==> src/rtl/ram_erisim_hakemi.sv <==
// Two-requester round-robin arbiter and sequencer for the dual-port synchronous RAM.
// Writes take YAZ; reads take OKU1/OKU2, and the data returns to the requester that asked.
module ram_erisim_hakemi #(
    parameter int ADDR_WIDTH = 4,
    parameter int DATA_WIDTH = 16
) (
    input  logic                  clk,
    input  logic                  rst,
    input  logic                  a_istek,
    input  logic                  a_yaz,
    input  logic [ADDR_WIDTH-1:0] a_addr,
    input  logic [DATA_WIDTH-1:0] a_data,
    output logic                  a_izin,
    output logic                  a_oku_gecerli,
    output logic [DATA_WIDTH-1:0] a_oku_data,
    input  logic                  b_istek,
    input  logic                  b_yaz,
    input  logic [ADDR_WIDTH-1:0] b_addr,
    input  logic [DATA_WIDTH-1:0] b_data,
    output logic                  b_izin,
    output logic                  b_oku_gecerli,
    output logic [DATA_WIDTH-1:0] b_oku_data,
    output logic                  ram_cs,
    output logic                  ram_we,
    output logic                  ram_oe,
    output logic [ADDR_WIDTH-1:0] ram_yaz_addr,
    output logic [ADDR_WIDTH-1:0] ram_oku_addr,
    output logic [DATA_WIDTH-1:0] ram_data,
    input  logic [DATA_WIDTH-1:0] ram_oku_data
);

    localparam logic [1:0] BOSTA = 2'd0;
    localparam logic [1:0] YAZ   = 2'd1;
    localparam logic [1:0] OKU1  = 2'd2;
    localparam logic [1:0] OKU2  = 2'd3;

    localparam logic KIM_A = 1'b0;
    localparam logic KIM_B = 1'b1;

    logic [1:0]            state_q, state_d;
    logic                  son_kazanan_q, son_kazanan_d;
    logic                  islem_id_q, islem_id_d;
    logic [ADDR_WIDTH-1:0] islem_addr_q, islem_addr_d;
    logic [DATA_WIDTH-1:0] islem_data_q, islem_data_d;
    logic                  a_izin_q, a_izin_d;
    logic                  b_izin_q, b_izin_d;
    logic                  a_gecerli_q, a_gecerli_d;
    logic                  b_gecerli_q, b_gecerli_d;
    logic [DATA_WIDTH-1:0] a_oku_data_q, a_oku_data_d;
    logic [DATA_WIDTH-1:0] b_oku_data_q, b_oku_data_d;
    logic                  a_kazanir_s;
    logic                  b_kazanir_s;

    // On a tie the requester that did not win last time goes first.
    assign a_kazanir_s = a_istek && (!b_istek || (son_kazanan_q == KIM_B));
    assign b_kazanir_s = b_istek && !a_kazanir_s;

    // Next-state and transaction-latch logic.
    always_comb begin
        state_d       = state_q;
        son_kazanan_d = son_kazanan_q;
        islem_id_d    = islem_id_q;
        islem_addr_d  = islem_addr_q;
        islem_data_d  = islem_data_q;
        a_izin_d      = 1'b0;
        b_izin_d      = 1'b0;
        a_gecerli_d   = 1'b0;
        b_gecerli_d   = 1'b0;
        a_oku_data_d  = a_oku_data_q;
        b_oku_data_d  = b_oku_data_q;
        case (state_q)
            BOSTA: begin
                if (a_kazanir_s) begin
                    islem_id_d    = KIM_A;
                    islem_addr_d  = a_addr;
                    islem_data_d  = a_data;
                    son_kazanan_d = KIM_A;
                    a_izin_d      = 1'b1;
                    state_d       = a_yaz ? YAZ : OKU1;
                end else if (b_kazanir_s) begin
                    islem_id_d    = KIM_B;
                    islem_addr_d  = b_addr;
                    islem_data_d  = b_data;
                    son_kazanan_d = KIM_B;
                    b_izin_d      = 1'b1;
                    state_d       = b_yaz ? YAZ : OKU1;
                end else begin
                    state_d = BOSTA;
                end
            end
            YAZ:  state_d = BOSTA;
            OKU1: state_d = OKU2;
            OKU2: begin
                // RAM data is only trusted here, after the falling-edge latch in OKU1.
                if (islem_id_q == KIM_A) begin
                    a_oku_data_d = ram_oku_data;
                    a_gecerli_d  = 1'b1;
                end else begin
                    b_oku_data_d = ram_oku_data;
                    b_gecerli_d  = 1'b1;
                end
                state_d = BOSTA;
            end
            default: state_d = BOSTA;
        endcase
    end

    // State and output registers with synchronous reset.
    always_ff @(posedge clk) begin
        if (rst) begin
            state_q       <= BOSTA;
            son_kazanan_q <= KIM_B;
            islem_id_q    <= KIM_A;
            islem_addr_q  <= {ADDR_WIDTH{1'b0}};
            islem_data_q  <= {DATA_WIDTH{1'b0}};
            a_izin_q      <= 1'b0;
            b_izin_q      <= 1'b0;
            a_gecerli_q   <= 1'b0;
            b_gecerli_q   <= 1'b0;
            a_oku_data_q  <= {DATA_WIDTH{1'b0}};
            b_oku_data_q  <= {DATA_WIDTH{1'b0}};
        end else begin
            state_q       <= state_d;
            son_kazanan_q <= son_kazanan_d;
            islem_id_q    <= islem_id_d;
            islem_addr_q  <= islem_addr_d;
            islem_data_q  <= islem_data_d;
            a_izin_q      <= a_izin_d;
            b_izin_q      <= b_izin_d;
            a_gecerli_q   <= a_gecerli_d;
            b_gecerli_q   <= b_gecerli_d;
            a_oku_data_q  <= a_oku_data_d;
            b_oku_data_q  <= b_oku_data_d;
        end
    end

    // RAM control pins decoded from the state register.
    always_comb begin
        ram_cs = 1'b0;
        ram_we = 1'b0;
        ram_oe = 1'b0;
        case (state_q)
            BOSTA: begin
                ram_cs = 1'b0;
                ram_we = 1'b0;
                ram_oe = 1'b0;
            end
            YAZ: begin
                ram_cs = 1'b1;
                ram_we = 1'b1;
                ram_oe = 1'b0;
            end
            OKU1, OKU2: begin
                ram_cs = 1'b1;
                ram_we = 1'b0;
                ram_oe = 1'b1;
            end
            default: begin
                ram_cs = 1'b0;
                ram_we = 1'b0;
                ram_oe = 1'b0;
            end
        endcase
    end

    assign ram_yaz_addr  = islem_addr_q;
    assign ram_oku_addr  = islem_addr_q;
    assign ram_data      = islem_data_q;
    assign a_izin        = a_izin_q;
    assign b_izin        = b_izin_q;
    assign a_oku_gecerli = a_gecerli_q;
    assign b_oku_gecerli = b_gecerli_q;
    assign a_oku_data    = a_oku_data_q;
    assign b_oku_data    = b_oku_data_q;

endmodule

==> config.mk <==
export PLATFORM = sky130hd
export DESIGN_NAME = ram_erisim_hakemi
export DESIGN_NICKNAME = d
export VERILOG_FILES = /design/src/rtl/ram_erisim_hakemi.sv
export SDC_FILE = /design/constraint.sdc
export NUM_CORES = 1
export LEC_CHECK = 0
export CAP_MARGIN = 30
export CORE_MARGIN = 10
export CORE_UTILIZATION = 30
export CTS_CLUSTER_DIAMETER = 200
export DETAILED_ROUTE_END_ITERATION = 6
export MAX_ROUTING_LAYER = met4
export PLACE_DENSITY = 0.62
export REMOVE_ABC_BUFFERS = 1
export SKIP_LAST_GASP = 1
export SYNTH_ARGS = -nofsm -noshare
export SYNTH_HDL_FRONTEND = slang
export SYNTH_SLANG_ARGS = --single-unit
==> constraint.sdc <==
create_clock -name clk -period 2.02 [get_ports clk]
set_input_delay 0.404 -clock clk [delete_from_list [all_inputs] [get_ports clk]]
set_output_delay 0.404 -clock clk [all_outputs]
set_load 0.02 [all_outputs]
Yosys cells after proc, flatten, opt, wreduce, memory -nomap -nowiden
Index checks and enable logic that the tools add are counted.
{"block": "word_totals", "word_cells": 53, "out_inout_bits": 63, "ff_bits": 60, "in_bits": 62}
{"block": "op_classes", "mux": 18, "eq_ne": 3, "reduce_logical": 18, "n_bitwise": 3}
{"cell": "$mux 16", "n": 2}
{"cell": "$reduce_or 2->1", "n": 5}
{"cell": "$reduce_or 3->1", "n": 3}
{"cell": "$mux 2", "n": 4}
{"cell": "$mux 4", "n": 2}
{"cell": "$mux 1", "n": 6}
{"cell": "$pmux 1 s2", "n": 3}
{"cell": "$pmux 2 s3", "n": 1}
{"cell": "$reduce_and 2->1", "n": 3}
{"cell": "$eq 2x2->1 const B", "n": 2}
{"cell": "$not 1->1", "n": 3}
{"cell": "$eq 2x1->1 const B", "n": 1}
{"cell": "$logic_and 1x1->1", "n": 2}
{"cell": "$logic_not 1->1", "n": 2}
{"cell": "$logic_not 2->1", "n": 1}
{"cell": "$reduce_bool 2->1", "n": 1}
{"cell": "$logic_or 1x1->1", "n": 1}

Depth between registers and ports, before layout
Gate-level depths: netlist (run 1).
{"block": "logic_depth", "ltp_word": 8, "ltp_mapped": 6, "mapped_depth_nobuf": 4}

Worst setup path after synthesis (run 1)
OpenSTA, ideal clock, no wires.
{"block": "synth_timing", "path_kind": "input to register", "start": "input a_istek", "end": "register islem_addr_q[3] (netlist: ram_oku_addr[3])", "path_buffers": 3, "t_required_ns": 1.932, "arrival_ns": 1.349, "setup_ns": 0.088, "slack_ns": 0.583, "stages": 6, "path_cell_list": "buf_6 -> or2_1 -> buf_2 -> and2_4 -> buf_6 -> a311oi_2"}
{"block": "synth_between", "elab_chain_len": 5, "elab_cells_between_ends": 6, "classes_between": "mux (1); reduce/logical (5)"}
{"element": "start: declaration", "line": "9", "text": "input logic a_istek,"}
{"element": "$logic_and 1x1->1 (*)", "line": "55", "text": "assign a_kazanir_s = a_istek && (!b_istek || (son_kazanan_q == KIM_B));"}
{"element": "$logic_not 1->1", "line": "56", "text": "assign b_kazanir_s = b_istek && !a_kazanir_s;"}
{"element": "$logic_and 1x1->1", "line": "56"}
{"element": "$reduce_bool 2->1 (no source line)"}
{"element": "$reduce_and 2->1 (no source line)"}
{"element": "end signal: assignment", "line": "114", "text": "islem_addr_q <= {ADDR_WIDTH{1'b0}};"}
{"element": "end signal: assignment", "line": "126", "text": "islem_addr_q <= islem_addr_d;"}
{"element": "end: declaration", "line": "43", "text": "logic [ADDR_WIDTH-1:0] islem_addr_q, islem_addr_d;"}
Mark *: on every way between the ends. The rest lies on a longest branch, timed or not.
A chain may end at the register's enable or synchronous reset.

Final worst setup path (run 1)
{"block": "layout_timing", "start": "register state_q[1]", "end": "output ram_cs"}
{"block": "layout_between", "elab_chain_len": 3, "elab_cells_between_ends": 6, "classes_between": "eq/ne (3); mux (1); reduce/logical (2)"}
{"element": "start: declaration", "line": "40", "text": "logic [1:0] state_q, state_d;"}
{"element": "start signal: assignment", "line": "123", "text": "state_q <= state_d;"}
{"element": "$eq 2x2->1 / $eq 2x1->1 (equally long branches)", "line": "142", "text": "case (state_q)"}
{"element": "$reduce_or 3->1 (no source line)"}
{"element": "$pmux 1 s2 (*)", "line": "142"}
{"element": "end: declaration", "line": "23", "text": "output logic ram_cs,"}
Marks and branches as above.

==> results of run 1 <==
timing repair:
item / in CTS / in global routing
setup endpoints to repair: 1 / 2
gates cloned: 0 / 0
gates resized for setup: 1 / 1
layer usage:
layer  GRT usage, %  vias to the layer above  routed length, um
met4           4.11                        0                 51
met1           16.7                     1203               4060
met5              -                        -                  0
met2           20.8                      136               3840
li1               -                     1284                  -
met3           4.62                        7                735
per-stage QoR:
stage | util, % | setup WS [ps]
floorplan | - | 282
finish | 49.6 | 90.7
detailed placement | 46.9 | 88.2
CTS | 49.6 | 20.8
global route | 49.6 | 2.49
global placement | 46.9 | 114
final timing paths:
path | startpoint | cells after the start | endpoint
worst max-delay path | state_q[1] | 3 | ram_cs
worst max register to register | state_q[1] | 4 | ram_data[4]
worst min register to register | b_oku_data[7] | 2 | b_oku_data[7]
worst min-delay path | b_oku_data[7] | 2 | b_oku_data[7]
report_power, final:
| group | switching (mW) | internal, mW |
|---|---|---|
| combinational | 0.362 | 0.362 |
| clock | 0.469 | 0.723 |
| sequential | 0.0540 | 1.26 |
| total | 0.885 | 2.35 |
placed cells by master (no fill, tap or decap), types with 2 or more instances in the layout:
cell type	synthesis	routed
a311oi_1	8	8
dfxtp_2	0	2
a31oi_1	2	2
nand3_1	22	22
nor2_1	2	2
dfxtp_1	60	58
clkbuf_8	0	10
a311oi_2	12	12
buf_4	4	16
a21oi_1	54	54
bufinv_16	0	2
clkdlybuf4s50_1	0	123
o21ai_0	20	20
nand2_1	66	66
nor3_1	3	3
clkinv_2	0	3
a211oi_1	2	2
inv_1	3	3
sequential cells by signal (all words and copies together) (netlist names):
signal,cells
a_izin,1
a_oku_data,16
a_oku_gecerli,1
b_izin,1
b_oku_data,16
b_oku_gecerli,1
islem_id_q,1
ram_data,16
ram_oku_addr,4
son_kazanan_q,1
state_q,2
cell type report:
class / instances / area, um^2 / share of cell area (%)
multi-input cells: 203 / 1120 / 27.5
repair buffers: 141 / 1380 / 33.9
flip-flops and latches: 60 / 1200 / 29.7
inverters: 3 / 11.3 / 0.278
clock inverters: 5 / 75.1 / 1.85
clock buffers: 11 / 141 / 3.49
well taps: 105 / 131 / 3.24
worst reg2reg max path, cell delays in order, from the launching register on:
cell,delay [ps]
dfxtp_2,370
nor2_2,130
buf_4,280
and2_4,400
a311oi_2,160
kinds of logic (layout without fill, tap and decap cells):
logic type,count (synthesis),count (layout),share of synthesized area [%]
AOI/OAI and AO/OA,99,99,26.1
buffers and inverters,39,160,7.86
DFF,60,60,47.8
and+or+nand+nor,104,104,18.3
==> run_results.csv, run 1 <==
group,metric,value,unit
clock_network,cts_buffers,9,
cells_and_area,diodes,0,
job,maxCapViolations,0,
worst_setup_path,critical_path_class,"reg2out",
cells_and_area,final_cells,528,
worst_setup_path,critPathTopFamily,"buffers and inverters",
worst_setup_path,crit_path_max_fanout,9,
floorplan,dieArea,12400,um^2
sta,hold-worst-slack,454,ps
sta,worst_pin_slew,561,ps
cells_and_area,nNetsFinal,480,
clock_network,cts_tree,"yes",
worst_setup_path,required,1620,ps
synth,yosysTopAreaCellShare,47.8,%
floorplan,core_area,8180,um^2
grt,grt_pass1_vias,2656,
worst_setup_path,crit_chain,"nor2_2 > inv_1 > clkdlybuf4s50_1",
cells_and_area,fin_area,4060,um^2
synth,ys_types,29,
synth,synth-seq-cells,60,
worst_setup_path,end_kind,"output pin",
synth,synth.most_common_cell,"nand2_1",
routing,viasPerCell,4.98,
routing,dr.pass1.iters,4,
clock_network,cts_root_buffer,"clkbuf_8",
placement,place.gp.congestion,0.803,
synth,synth_edf_count,0,
cells_and_area,layout-drive-gt1-share,11.6,%
clock_network,clock-sinks,60,
worst_setup_path,r2r_slack,550,ps
synth,yosysTopAreaCell,"dfxtp_1",
grt,grt_max_degree,32,
routing,wirelength,8.69,mm
worst_hold_path,min_path_type,"reg2reg",
sta,rsz0062_at_grt,"no",
routing,ant_nets,0,
synth,synth_area_leaders,"dfxtp_1 (48%), a21oi_1 (11%), nand2_1 (9.9%)",
grt,antenna_found_initial,0,
grt,grt.total_usage,13.6,%
synth,synthArstFlopShare,0,%
placement,portBuffers,124,
outcome,outcome,"finished clean",
sta,maxSlewViolCount,0,
sta,timing.fmax,0.518,GHz
clock_network,clock_path_buffers,2,
floorplan,std_cell_rows,33,
routing,drcViolationCount,0,
routing,wl_per_cell,16.5,um
sta,finalHoldViolCount,0,
placement,placed_area,3840,um^2
sta,fin_crit_sh,95.5,%
clock_network,worstSkewPairLatency,330,ps
worst_setup_path,arrival,1530,ps
worst_setup_path,slowest_stage,"clkdlybuf4s50_1",
synth,synthCells,302,
clock_network,cts_hold_buf,0,
worst_setup_path,critPathLaunchType,"register",
cells_and_area,area_growth,61.2,%
power_and_ir_drop,ir_drop,0.361,mV
sta,slew_headroom,62.6,%
cells_and_area,n_fill_cell,784,
synth,ys.flop_type,"dfxtp_1",
power_and_ir_drop,leakagePower,1.42,nW
routing,drt_iter0_markers,184,
floorplan,io_pins,125,
clock_network,h-tree-depth,3,
power_and_ir_drop,power.density,797,nW/um^2
worst_setup_path,cpPeakStageDelay,620,ps
worst_setup_path,critPathBufInv,2,
routing,vias,2630,
synth,synth-warning-count,0,
power_and_ir_drop,fin_total_pwr,3.23,mW
floorplan,die_x,112,um
grt,grt_pass1_wl,13.7,mm
synth,synth_area_per_cell,8.33,um^2
sta,setup_violations,0,
floorplan,start_util,30.8,%
synth,syn-cell-area,2510,um^2
clock_network,cts_setup_buffers,0,
placement,place_inst,512,
clock_network,cts.reportedPaths.clkPinSlew,70,ps
grt,gr-total-overflow,0,
floorplan,die_height,112,um
sta,fin_skew,9.73,ps
synth,netlist_top_cells_count,"nand2_1 (66), dfxtp_1 (60), a21oi_1 (54)",
synth,yosysSeqAreaShare,47.8,%
sta,setup_tns,0,ps
placement,dp_hpwl,6.62,mm
sta,fin_crit,1930,ps
(Power assumes the default switching activity.)
==> run 2, diff against run 1 <==
CORE_UTILIZATION = 43   (was 30)
PLACE_DENSITY = 0.84   (was 0.62)
clock period = 2.25 ns   (was 2.02 ns; I/O delays follow)
==> run_results.csv, run 2 (synthesis gave the netlist of run 1 again) <==
group,metric,value,unit
grt,grt_pass1_vias,2634,
sta,fin_skew,11.3,ps
outcome,outcome,"finished clean",
clock_network,clock-sinks,60,
floorplan,die_height,96.5,um
grt,gr-total-overflow,0,
routing,drcViolationCount,0,
worst_hold_path,min_path_type,"reg2reg",
sta,hold-worst-slack,453,ps
clock_network,worstSkewPairLatency,330,ps
cells_and_area,layout-drive-gt1-share,8.94,%
sta,rsz0062_at_grt,"no",
worst_setup_path,cpPeakStageDelay,620,ps
routing,dr.pass1.iters,4,
worst_setup_path,r2r-end,"b_oku_data[6]",
worst_setup_path,slowest_stage,"clkdlybuf4s50_1",
sta,maxSlewViolCount,0,
clock_network,cts.reportedPaths.clkPinSlew,70,ps
routing,wirelength,8.60,mm
worst_hold_path,whs_path_depth,2,
power_and_ir_drop,power.density,780,nW/um^2
floorplan,std_cell_rows,27,
worst_setup_path,arrival,1630,ps
routing,ant_nets,0,
cells_and_area,diodes,0,
clock_network,cts_setup_buffers,0,
cells_and_area,area_growth,58.8,%
worst_hold_path,min_from,"a_oku_data[0]",
placement,portBuffers,124,
worst_setup_path,crit_chain,"nor2_2 > inv_1 > clkdlybuf4s50_1",
placement,dp_hpwl,6.26,mm
routing,drt_iter0_markers,70,
cells_and_area,final_util,71.6,%
worst_setup_path,critPathLaunchType,"register",
floorplan,io_pins,125,
placement,pre_cts_ws,93.7,ps
worst_hold_path,hold_end,"a_oku_data[0]",
clock_network,cts_root_buffer,"clkbuf_8",
cells_and_area,nNetsFinal,471,
floorplan,dieArea,9310,um^2
sta,fin_crit_sh,92.3,%
worst_setup_path,reg2reg_depth,3,
sta,setup_tns,0,ps
worst_setup_path,critPathBufInv,2,
worst_setup_path,r2r-start,"state_q[1]",
clock_network,cts_resized,0,
sta,finalHoldViolCount,0,
sta,fin_crit,2080,ps
power_and_ir_drop,leakagePower,1.39,nW
grt,grt.total_usage,18.2,%
routing,wl_per_cell,17.7,um
routing,vias,2655,
worst_setup_path,required,1800,ps
worst_setup_path,end_kind,"output pin",
sta,setup_violations,0,
sta,slew_headroom,51.8,%
sta,setup_ws,174,ps
sta,worst_pin_slew,721,ps
power_and_ir_drop,ir_drop,0.539,mV
worst_setup_path,r2r_slack,680,ps
sta,timing.fmax,0.482,GHz
cells_and_area,final_cell_mix,"clkdlybuf4s50_1 (123), nand2_1 (66), dfxtp_1 (60)",
floorplan,die_x,96.5,um
clock_network,h-tree-depth,3,
floorplan,start_util,45.1,%
clock_network,cts_buffers,9,
clock_network,cts_tree,"yes",
clock_network,clock_path_buffers,2,
routing,viasPerCell,5.46,
worst_setup_path,critPathTopFamily,"buffers and inverters",
grt,grt_pass1_wl,12.9,mm
grt,antenna_found_initial,0,
job,maxCapViolations,0,
floorplan,core_area,5570,um^2
cells_and_area,n_fill_cell,423,
worst_setup_path,critical_path_class,"reg2out",
grt,grt_max_degree,37,
clock_network,cts_hold_buf,0,
cells_and_area,final_common_cell,"clkdlybuf4s50_1",
worst_setup_path,crit_path_max_fanout,9,
placement,place.gp.congestion,0.879,
-- run 2: changes by cell type in the layout (fill, tap and decap cells not counted), sizes merged --
cell / previous run / this run
clkinv: 3 / 0
clkbuf: 11 / 12
bufinv: 2 / 4
buf: 18 / 9
-- run 2: layout make-up --
class / count / area, um^2 / share of cell area (%)
clock buffers: 12 / 145 / 3.64
clock inverters: 4 / 120 / 3.01
inverters: 3 / 11.3 / 0.282
multi-input cells: 203 / 1120 / 28.0
flip-flops and latches: 60 / 1200 / 30.1
well taps: 72 / 90.1 / 2.26
repair buffers: 132 / 1310 / 32.8
-- run 2: worst min-delay path: cells and delay by family (launching register included) --
family | cells | cell delay, ps
DFF | 1 | 310
AOI/OAI and AO/OA | 1 | 50
and+or+nand+nor | 1 | 50
-- run 2: worst max-delay path by stage --
stage	start	cells after the start	to
after detailed placement	b_istek	4	ram_data[5]
after global routing	state_q[1]	3	ram_cs
after floorplan	state_q[1]	4	son_kazanan_q
after global placement	b_istek	4	ram_data[1]
final	state_q[1]	3	ram_cs
after CTS	state_q[1]	3	ram_cs
-- run 2: layer usage --
layer / GRT usage, % / share of wire [%]
met1: 20.7 / 42
met3: 7.63 / 12
met2: 28.2 / 45
met4: 6.17 / 1.1
met5: - / 0
-- run 2: power by group --
group          switching, mW  internal, mW  total (mW)
registers             0.0477          1.13        1.18
logic                  0.326         0.316       0.642
clock network          0.412         0.880        1.29
-- run 2: through the flow --
stage,total power [mW],cell area [um^2],cells
6_report,3.11,3990,486
5_1_grt,3.22,3990,486
3_3_place_gp,1.83,3730,470
2_1_floorplan,1.48,2330,266
3_5_place_dp,1.84,3730,470
4_1_cts,3.13,3990,486
